`src/rtl/sseg_pkg.sv`:
```
// Shared definitions for the 7-segment scan controller: FSM state encoding
// and digit geometry.
package sseg_pkg;

    typedef logic [0:0] state_t;

    localparam state_t S_SHOW = 1'b0;
    localparam state_t S_GAP  = 1'b1;

    localparam int MAX_DIGITS = 8;
    localparam int DIGIT_W    = 4;

endpackage

```
`src/rtl/sseg_scan_ctrl_scan_timer.sv`:
```
// Scan sequencer: walks each digit through a lit slot and a dark gap, and
// flags the last gap cycle of the last digit as the frame wrap.
module scan_timer
    import sseg_pkg::*;
#(
    parameter int NUM_DIGITS  = 4,
    parameter int REFRESH_DIV = 100000,
    parameter int GAP_CYC     = 50
) (
    input  logic                          clk,
    input  logic                          rst_n,
    output logic [$clog2(NUM_DIGITS)-1:0] idx,
    output logic                          show,
    output logic                          frame_wrap
);

    localparam int IDX_W   = $clog2(NUM_DIGITS);
    localparam int CNT_MAX = (REFRESH_DIV > GAP_CYC) ? REFRESH_DIV : GAP_CYC;
    localparam int CNT_W   = $clog2(CNT_MAX);

    localparam logic [CNT_W-1:0] SHOW_LAST = CNT_W'(REFRESH_DIV - 1);
    localparam logic [CNT_W-1:0] GAP_LAST  = CNT_W'(GAP_CYC - 1);
    localparam logic [IDX_W-1:0] IDX_LAST  = IDX_W'(NUM_DIGITS - 1);

    state_t           state_r, state_nxt_s;
    logic [CNT_W-1:0] cnt_r, cnt_nxt_s;
    logic [IDX_W-1:0] idx_r, idx_nxt_s;

    // Next-state logic for the show/gap sequencing and digit index.
    always_comb begin
        state_nxt_s = state_r;
        cnt_nxt_s   = cnt_r + CNT_W'(1);
        idx_nxt_s   = idx_r;
        case (state_r)
            S_SHOW: begin
                if (cnt_r == SHOW_LAST) begin
                    cnt_nxt_s   = {CNT_W{1'b0}};
                    state_nxt_s = S_GAP;
                end else begin
                    state_nxt_s = S_SHOW;
                end
            end
            S_GAP: begin
                if (cnt_r == GAP_LAST) begin
                    cnt_nxt_s   = {CNT_W{1'b0}};
                    state_nxt_s = S_SHOW;
                    // Explicit wrap so non-power-of-two digit counts work.
                    if (idx_r == IDX_LAST) begin
                        idx_nxt_s = {IDX_W{1'b0}};
                    end else begin
                        idx_nxt_s = idx_r + IDX_W'(1);
                    end
                end else begin
                    state_nxt_s = S_GAP;
                end
            end
            default: begin
                state_nxt_s = S_SHOW;
                cnt_nxt_s   = {CNT_W{1'b0}};
                idx_nxt_s   = {IDX_W{1'b0}};
            end
        endcase
    end

    // Sequencer state registers.
    always_ff @(posedge clk or negedge rst_n) begin
        if (!rst_n) begin
            state_r <= S_SHOW;
            cnt_r   <= {CNT_W{1'b0}};
            idx_r   <= {IDX_W{1'b0}};
        end else begin
            state_r <= state_nxt_s;
            cnt_r   <= cnt_nxt_s;
            idx_r   <= idx_nxt_s;
        end
    end

    assign idx        = idx_r;
    assign show       = (state_r == S_SHOW);
    assign frame_wrap = (state_r == S_GAP) && (cnt_r == GAP_LAST) && (idx_r == IDX_LAST);

endmodule

```
`src/rtl/sseg_scan_ctrl.sv`:
```
// Multiplexed 7-segment scan controller: double-buffered display image,
// leading-zero blanking and registered decoder/anode drive.
module sseg_scan_ctrl
    import sseg_pkg::*;
#(
    parameter int NUM_DIGITS  = 4,
    parameter int REFRESH_DIV = 100000,
    parameter int GAP_CYC     = 50
) (
    input  logic                          clk,
    input  logic                          rst_n,
    input  logic                          load,
    input  logic [DIGIT_W*NUM_DIGITS-1:0] digits_in,
    input  logic [NUM_DIGITS-1:0]         dp_in,
    input  logic [NUM_DIGITS-1:0]         en_in,
    input  logic                          blank_lz,
    output logic [DIGIT_W-1:0]            so_gma,
    output logic                          ena,
    output logic                          dp,
    output logic [NUM_DIGITS-1:0]         an,
    output logic                          frame_done,
    output logic                          upd_pending
);

    localparam int IDX_W = $clog2(NUM_DIGITS);

    logic [NUM_DIGITS-1:0][DIGIT_W-1:0] pend_dig_r, act_dig_r;
    logic [NUM_DIGITS-1:0]              pend_dp_r, pend_en_r, act_dp_r, act_en_r;
    logic [NUM_DIGITS-1:0]              lz_blank_s, sel_s;
    logic [IDX_W-1:0]                   idx_s;
    logic                               show_s, frame_wrap_s, zero_run_s;

    scan_timer #(
        .NUM_DIGITS (NUM_DIGITS),
        .REFRESH_DIV(REFRESH_DIV),
        .GAP_CYC    (GAP_CYC)
    ) u_scan_timer (
        .clk       (clk),
        .rst_n     (rst_n),
        .idx       (idx_s),
        .show      (show_s),
        .frame_wrap(frame_wrap_s)
    );

    assign sel_s = {{(NUM_DIGITS-1){1'b0}}, 1'b1} << idx_s;

    // Leading-zero mask: a digit is blanked while it and every higher digit are zero.
    always_comb begin
        lz_blank_s = {NUM_DIGITS{1'b0}};
        zero_run_s = blank_lz;
        for (int i = NUM_DIGITS - 1; i > 0; i--) begin
            zero_run_s    = zero_run_s & (act_dig_r[i] == {DIGIT_W{1'b0}});
            lz_blank_s[i] = zero_run_s;
        end
    end

    // Pending/active buffers; the active image only changes at the frame wrap,
    // and a load on that same edge lands in pending and keeps the flag set.
    always_ff @(posedge clk or negedge rst_n) begin
        if (!rst_n) begin
            pend_dig_r  <= '0;
            pend_dp_r   <= {NUM_DIGITS{1'b0}};
            pend_en_r   <= {NUM_DIGITS{1'b0}};
            act_dig_r   <= '0;
            act_dp_r    <= {NUM_DIGITS{1'b0}};
            act_en_r    <= {NUM_DIGITS{1'b0}};
            upd_pending <= 1'b0;
            frame_done  <= 1'b0;
        end else begin
            if (load) begin
                pend_dig_r <= digits_in;
                pend_dp_r  <= dp_in;
                pend_en_r  <= en_in;
            end
            if (frame_wrap_s && upd_pending) begin
                act_dig_r <= pend_dig_r;
                act_dp_r  <= pend_dp_r;
                act_en_r  <= pend_en_r;
            end
            if (load) begin
                upd_pending <= 1'b1;
            end else if (frame_wrap_s) begin
                upd_pending <= 1'b0;
            end
            frame_done <= frame_wrap_s;
        end
    end

    // Decoder and anode drive, one cycle behind the sequencer.
    always_ff @(posedge clk or negedge rst_n) begin
        if (!rst_n) begin
            so_gma <= {DIGIT_W{1'b0}};
            ena    <= 1'b0;
            dp     <= 1'b0;
            an     <= {NUM_DIGITS{1'b0}};
        end else if (show_s) begin
            so_gma <= act_dig_r[idx_s];
            ena    <= act_en_r[idx_s] & ~lz_blank_s[idx_s];
            dp     <= act_dp_r[idx_s];
            an     <= sel_s;
        end else begin
            ena <= 1'b0;
            dp  <= 1'b0;
            an  <= {NUM_DIGITS{1'b0}};
        end
    end

endmodule

```
`config.mk`:
```
export PLATFORM = sky130hd
export DESIGN_NAME = sseg_scan_ctrl
export DESIGN_NICKNAME = d
export VERILOG_FILES = /design/src/rtl/sseg_pkg.sv /design/src/rtl/sseg_scan_ctrl_scan_timer.sv /design/src/rtl/sseg_scan_ctrl.sv
export SDC_FILE = /design/constraint.sdc
export NUM_CORES = 1
export LEC_CHECK = 0
export ABC_AREA = 1
export BUFFER_PORTS_ARGS = -buffer_cell sky130_fd_sc_hd__buf_2
export CORE_AREA = 2 2 88 90
export DETAILED_ROUTE_END_ITERATION = 6
export DIE_AREA = 0 0 90 92
export PLACE_DENSITY_LB_ADDON = 0.2
export SLEW_MARGIN = 20
export SYNTH_ARGS = -nofsm -noshare
export SYNTH_HDL_FRONTEND = slang
export SYNTH_SLANG_ARGS = --single-unit
```
`constraint.sdc`:
```
create_clock -name clk -period 2.2 [get_ports clk]
set_clock_uncertainty 0.15 [all_clocks]
set_input_delay 0 -clock clk [delete_from_list [all_inputs] [get_ports clk]]
set_output_delay 0 -clock clk [all_outputs]
set_load 0.02 [all_outputs]
```
Word level (Yosys, flattened, before mapping)

Cells that the tools add are included.

Flip-flop bits (word level): 80
Logic and storage cells: 62

Add/subtract/negate cells: 2
Reduce and logical (&&, ||, !) cells: 8
Multiplexer cells: 20
Shifts and indexed selects: 1
Bitwise logic cells: 6
Order comparisons: 1
Equality and inequality tests: 3

Operators with widths:

| kind                  | number |
|---|---|
| $mux 17               | 2 |
| $pmux 17 s2           | 1 |
| $add 17x1->17 const B | 1 |
| $eq 17x17->1 const B  | 1 |
| $eq 17x6->1 const B   | 1 |
| $logic_not 4->1       | 3 |
| $mux 1                | 9 |
| $bmux 4 s2            | 1 |
| $mux 4                | 2 |
| $bmux 1 s2            | 3 |
| $and 1x1->1           | 4 |
| $shl 1x2->4 const A   | 1 |
| $logic_and 1x1->1     | 3 |
| $lt 2x3->1 const B    | 1 |
| $add 2x1->2 const B   | 1 |
| $eq 2x2->1 const B    | 1 |
| $mux 2                | 1 |
| $not 1->1             | 2 |
| $pmux 1 s2            | 1 |
| $reduce_and 2->1      | 1 |
| $reduce_bool 2->1     | 1 |

Logic depth before layout (Yosys ltp)

Gate-level depths: netlist (run 1).

Word-level depth: 9
Depth in mapped cells: 12
Mapped depth without buffers: 11

Modules after synthesis

From an unflattened synthesis (run 1), not the netlist that was laid out.

Cells, all modules: 426
Area total of the unflattened synthesis: 3588.4 sq um

By module, submodules not included:

| module         | cells an instance | times used | sequential area each (sq um) | area an instance (sq um) |
|---|---|---|---|---|
| sseg_scan_ctrl | 283               | 1          | 1501.4                       | 2442.3 |
| scan_timer     | 143               | 1          | 500.5                        | 1146.1 |

Worst setup path after synthesis (run 1)

OpenSTA, ideal clock, no wires.

Path type: register to register
Start: register u_scan_timer.cnt_r[1]
End: register act_dig_r[9] in the netlist's numbering
Stages on the path, launching flop included: 13
Arrival: 1.377 ns
Data required time: 1.933 ns
Path slack: 0.556 ns
Cell sequence: dfrtp_1 inv_1 ha_1 inv_1 nor2_1 nand2_1 nor2_4 nand2_2 nor2_4 nand3_4 buf_6 nand2_1 nand2_1

Word-level cells in the longest chain between the ends: 4

RTL lines:

| item                           | RTL line                        | text |
|---|---|---|
| from (decl)                    | sseg_scan_ctrl_scan_timer.sv:26 | `logic [CNT_W-1:0] cnt_r, cnt_nxt_s;` |
| from (signal assigned)         | sseg_scan_ctrl_scan_timer.sv:69 | `cnt_r <= {CNT_W{1'b0}};` |
| from (signal assigned)         | sseg_scan_ctrl_scan_timer.sv:73 | `cnt_r <= cnt_nxt_s;` |
| $eq 17x6->1                    | sseg_scan_ctrl_scan_timer.sv:80 | `assign frame_wrap = (state_r == S_GAP) && (cnt_r == GAP_LAST) && (idx_r == IDX_LAST);` |
| $logic_and 1x1->1 (2 in a row) | sseg_scan_ctrl_scan_timer.sv:80 |  |
| $logic_and 1x1->1              | sseg_scan_ctrl.sv:75            | `if (frame_wrap_s && upd_pending) begin` |
| to (signal assigned)           | sseg_scan_ctrl.sv:76            | `act_dig_r <= pend_dig_r;` |
| to (decl)                      | sseg_scan_ctrl.sv:27            | `logic [NUM_DIGITS-1:0][DIGIT_W-1:0] pend_dig_r, act_dig_r;` |

No other way between the ends.
A chain may end at the register's enable or synchronous reset.

Worst setup path in the final report (run 1)

Start: register u_scan_timer.cnt_r[1]
End: register act_dig_r[14] in the netlist's numbering

The elaborated chain is that of the path after synthesis.

==> impl_metrics.ini, run 1 <==
[run_status]
status = finished, final reports clean

[clocking]
cts_resized = 0
clockRootBuffer = clkbuf_8
cts_tree = built
cts_sinks = 80
cts.htree.levels = 3
path_clk_slew_ps = 80
insertion_delay_ps = 360
cts_buffer_depth = 2
cts_inserted_buffers = 9

[setup_path]
end_kind = flip-flop
start_kind = flip-flop
critPathKind = reg -> reg
arrival_ps = 1960
critPathRequiredTime_ps = 2300
critPathMaxFanout = 24

[synthesis]
synth_cells = 454
synth_fp_nets = 488
yosys.area_share.simple = 0.3165
synth_mux_area_frac = 0
postSynthAreaPerCell_um2 = 8.238
synth_area_mm2 = 0.003740
synth_xor_area_frac = 0.01171
ys_seq_elements = 80
synth_top_family_by_area = simple AND/OR/NAND/NOR gates
synth_cell_type_count = 31
synth-seq-area-share = 0.5353
synth_compound_area_frac = 0.04818
synthAdderAreaFrac = 0.02007
synth.yosys.warnings = 0

[global_routing]
grt_pass1_vias = 3147
antenna_found_initial = 0
grt_use_total = 0.2257
grt_pass1_wl_um = 14910
grt_max_degree = 81
grt-ovfl-total = 0

[die]
dieArea_mm2 = 0.008280
die_h_um = 92
die_w_um = 90
initial_core_util = 0.5022
num_io_pins = 40
rows = 32
core_mm2 = 0.007447

[route]
drc = 0
wl_um = 8641
vias_per_cell = 4.912
drtPass1Iterations = 5
vias = 3188
drtIter0Drc = 226
wl_per_cell_um = 13.31
ant_nets = 0

[hold_path]
hp-class = in -> async

[timing]
setup_viol = 0
min_period_ps = 1862
clock.fmax_mhz = 537.1
maxSlewViolCount = 0
finalHoldViolations = 0
fin_crit_sh = 0.8462
tightest_slew_ps = 447.9
relSlewSlack = 0.7014
rsz0062_at_grt = no
setup_tns_ps = 0

[cells_and_area]
largestRegisters = u_scan_timer.cnt_r (17), act_dig_r (16), pend_dig_r (16)
final_layout_size_suffix_gt1_frac = 0.1389
nNetsFinal = 576
diodes = 0
regMostFlops = u_scan_timer.cnt_r
syn_to_final_growth_pct = 26.36
largest_reg_flops = 17

[power]
p_leak_nw = 2.449
powerDensity_mw_per_mm2 = 619.4
total_power_w = 0.002927
worst_ir_drop_vdd_uv = 557.0

[run]
cap_violations = 0

[placed_design]
gp_congestion = 0.8712
detailed_place_hpwl_um = 5139
port_buffers = 39
[repair_timing]
item	4_1_cts	5_1_grt
buffers inserted	0	0
hold buffers	50	0
hold endpoints to repair	105	0
[metrics by stage]
stage / util / instances / area, um^2 / hold slack, ps / setup WS [ps]
global placement: 0.5380 / 583 / 4006 / -94.95 / 372.7
global route: 0.6346 / 649 / 4726 / 102.7 / 170.8
CTS: 0.6346 / 649 / 4726 / 69.86 / 310.5
detailed placement: 0.5380 / 583 / 4006 / -93.19 / 332.9
finish: 0.6346 / 649 / 4726 / 64.79 / 338.3
floorplan: - / 454 / 3740 / -445.6 / 556.4
[worst paths after layout]
kind,startpoint,endpoint,slack [ps],cells past startpoint
max,u_scan_timer.cnt_r[1],act_dig_r[14],340,11
min,rst_n,u_scan_timer.cnt_r[11],60,3
max reg2reg,u_scan_timer.cnt_r[1],act_dig_r[14],340,11
min reg2reg,act_dig_r[1],act_dig_r[1],330,2
max in group asynchronous,rst_n,u_scan_timer.idx[0],1490,3
min in group clk,load,upd_pending,260,3
[placed cells by master (no fill, tap or decap), types with 5 or more instances in the layout]
cell type and n:
inv_2 6, xor2_1 5, nand3_1 37, inv_1 34
o21ai_0 9, dfrtp_1 80, a31oi_1 5, nor3_1 8
dlygate4sd3_1 50, nor2_1 51, o21ai_1 8, nand2_1 160
ha_1 6, clkbuf_8 9, buf_2 38
[synthesized netlist by cell type]
cell type / number / area [um^2]
nor3_1: 8 / 40.04
inv_1: 34 / 127.6
o211ai_1: 4 / 30.03
nand2_1: 160 / 600.6
nor2_2: 2 / 12.51
buf_2: 3 / 15.01
a31oi_1: 5 / 31.28
clkbuf_1: 5 / 18.77
nand3_4: 2 / 35.03
nor2_4: 3 / 33.78
o21ai_1: 8 / 40.04
buf_4: 2 / 15.01
nor2_1: 51 / 191.4
o21bai_1: 1 / 7.510
buf_1: 2 / 7.510
buf_6: 4 / 45.04
nand2_2: 2 / 12.51
or2_2: 1 / 6.260
inv_2: 6 / 22.52
nand3_1: 37 / 185.2
clkinv_1: 1 / 3.750
or2_1: 1 / 6.260
nand3b_1: 2 / 15.01
ha_1: 6 / 75.07
o22ai_1: 1 / 6.260
nand4_1: 4 / 25.02
dfrtp_1: 80 / 2002
o21ai_0: 9 / 45.04
a21oi_1: 4 / 20.02
nor2_8: 1 / 20.02
xor2_1: 5 / 43.79
[power by group]
group	internal (W)	leakage (nW)	switching, W
Sequential	0.00151	1.05	0.0000261
Clock	0.000641	0.110	0.000568
Combinational	0.0000971	1.29	0.0000872
Total	0.00225	2.45	0.000681
[per-layer routing]
metal | part of all wire | vias up | global-route usage
met2 | 0.47 | 95 | 0.3653
met4 | 0.013 | 0 | 0.06026
met1 | 0.47 | 1476 | 0.3086
li1 | - | 1605 | -
met3 | 0.052 | 12 | 0.05259
met5 | 0 | - | 0
[final cells by class]
cell class | count | area [um^2]
Clock inverter | 7 | 95.09
Tap cell | 102 | 127.6
Inverter | 41 | 153.9
Timing Repair Buffer | 93 | 740.7
Clock buffer | 9 | 123.9
Sequential cell | 80 | 2002
Fill cell | 670 | 2721
Multi-Input combinational cell | 317 | 1483
[critical path, stage by stage, from the launching register on]
cell and delay (ps):
dfrtp_1 410, inv_1 60, ha_1 130, inv_1 30
nor2_1 80, nand2_1 90, nor2_4 120, nand2_2 90
nor2_4 130, nand3_4 240, nand2_1 150, nand2_1 60
[kinds of logic (layout without fill, tap and decap cells)]
| kind of cell | count (synthesis) | in the layout |
|---|---|---|
| AOI/OAI and AO/OA | 32 | 32 |
| buffers and inverters | 57 | 150 |
| adders and majority gates | 6 | 6 |
| and+or+nand+nor | 274 | 274 |
| xor gates and xnor gates | 5 | 5 |
| DFF | 80 | 80 |
Note: power is estimated with default switching activity, not from simulation.
==> run 2, diff against run 1 <==
==> constraint.sdc (replaced) <==
create_clock -name clk -period 1.8 [get_ports clk]
set_clock_uncertainty 0.15 [all_clocks]
set_input_delay 0 -clock clk [delete_from_list [all_inputs] [get_ports clk]]
set_output_delay 0 -clock clk [all_outputs]
set_load 0.02 [all_outputs]
==> run 2 against run 1 <==
The flow now finishes with violations (negative setup slack). Clock-buffer cell count did not move. Wire length rose by 6.6%. Die area did not move. Combinational power rose by 22%. Total power rose by 15%. Cell count rose by 3.9%. Design area rose by 5.2%. Critical path type unchanged.
==> impl_metrics.ini, run 2 (same netlist as run 1, synthesis figures left out) <==
[cells_and_area]
fillCellCount = 628
largestRegisters = u_scan_timer.cnt_r (17), act_dig_r (16), pend_dig_r (16)
syn_to_final_growth_pct = 32.92
final_layout_size_suffix_gt1_frac = 0.1958
diodes = 0
regMostFlops = u_scan_timer.cnt_r
layout_commonest_cell = nand2_1
largest_reg_flops = 17
nNetsFinal = 601
final_cell_mix = nand2_1, dfrtp_1, dlygate4sd3_1
multi_input_area_mm2 = 0.001563
ff_latch_area_mm2 = 0.002002

[clocking]
cts_tree = built
cts.htree.levels = 3
clockRootBuffer = clkbuf_8
cts_buffer_depth = 2
insertion_delay_ps = 370
path_clk_slew_ps = 90
cts_sinks = 80
cts_inserted_buffers = 9

[route]
ant_nets = 0
vias = 3400
wl_per_cell_um = 13.66
drtIter0Drc = 312
drtPass1Iterations = 5
wl_um = 9210
drc = 0
vias_per_cell = 5.045

[power]
powerDensity_mw_per_mm2 = 677.6
worst_ir_drop_vdd_uv = 453.0
total_power_w = 0.003368
p_leak_nw = 2.548

[global_routing]
grt_pass1_wl_um = 15190
grt-ovfl-total = 0
grt_max_degree = 49
grt_pass1_vias = 3207
antenna_found_initial = 0
grt_use_total = 0.2329

[timing]
setup_ws_ps = -45.17
fin_crit_sh = 1.025
setup_tns_ps = -679.5
maxSlewViolCount = 0
relSlewSlack = 0.7020
finalHoldViolations = 0
min_period_ps = 1845
setup_viol = 24
clock.fmax_mhz = 542.0
rsz0062_at_grt = yes
tightest_slew_ps = 447.0
whs_ps = 259.0

[setup_path]
crit_buf_inv = 3
cp_slowest_cell = dfrtp_1
end_kind = flip-flop
critPathMaxFanout = 6
arrival_ps = 1960
critPathRequiredTime_ps = 1920
critPathKind = reg -> reg
crit_top_cell = nand2_1
path_delay_family = simple AND/OR/NAND/NOR gates
path_cells = inv_1, ha_2, inv_2, nor2_1, nand2_1, nor2_4, nand2_2, nor2_4, buf_12, nand3_4, nand2_1, nand2_1
ff2ff_setup_slack_ps = -50
start_kind = flip-flop
critical-path-max-stage-delay_ps = 390

[hold_path]
hp-class = in -> reg

[placed_design]
gp_congestion = 0.8798
dp_slack_ps = -30.01
detailed_place_hpwl_um = 5571
port_buffers = 39

[run_status]
status = finished with violations
violations = negative setup slack

[run]
cap_violations = 0

[die]
core_mm2 = 0.007447
initial_core_util = 0.5022
dieArea_mm2 = 0.008280
die_h_um = 92
rows = 32
num_io_pins = 40
die_w_um = 90
[run 2: final timing paths]
check / cells after the start / to / startpoint
hold reg to reg: 2 / pend_dig_r[13] / pend_dig_r[13]
min in group asynchronous: 3 / u_scan_timer.cnt_r[11] / rst_n
max in group asynchronous: 4 / u_scan_timer.idx[1] / rst_n
setup reg to reg: 12 / act_dig_r[3] / u_scan_timer.cnt_r[1]
setup / recovery: 12 / act_dig_r[3] / u_scan_timer.cnt_r[1]
hold / removal: 3 / upd_pending / load
[run 2: layout make-up]
type | count | area share
clock buffers | 9 | 0.02492
clock inverters | 7 | 0.01284
inverters | 41 | 0.03096
multi-input cells | 320 | 0.3144
flip-flops and latches | 80 | 0.4027
well taps | 102 | 0.02567
repair buffers | 115 | 0.1885
[run 2: worst min-delay path, stage by stage]
cell and delay (ps):
buf_2 250, inv_2 390, nand2_1 90
[run 2: per-stage QoR]
step / area (um^2) / cells / util
after floorplan: 3740 / 454 / -
final: 4971 / 674 / 0.6675
after global routing: 4971 / 674 / 0.6675
after detailed placement: 4139 / 599 / 0.5558
after CTS: 4855 / 667 / 0.6519
after global placement: 4139 / 599 / 0.5558
[run 2: power by group]
group	internal (W)	switching [W]	leakage [nW]	total, W
sequential	0.00184	0.0000285	1.05	0.00187
clock	0.000531	0.000740	0.0903	0.00127
combinational	0.000120	0.000105	1.41	0.000225
total	0.00249	0.000874	2.55	0.00337
[run 2: metal layers]
| layer | part of all wire | routed length (um) | global-route usage |
|---|---|---|---|
| met1 | 0.45 | 4146 | 0.3184 |
| met2 | 0.47 | 4341 | 0.3778 |
| met3 | 0.057 | 526 | 0.03451 |
| met4 | 0.021 | 196 | 0.09231 |
| met5 | 0 | 0 | 0 |
[run 2: timing repair]
action / 4_1_cts / 5_1_grt
gates resized for setup: 1 / 15
setup endpoints to repair: 24 / 35
pin swaps: 0 / 4
cloned: 1 / 2
endpoints found under the hold margin: 105 / 0
hold buffers: 51 / 0
buffers inserted: 0 / 5
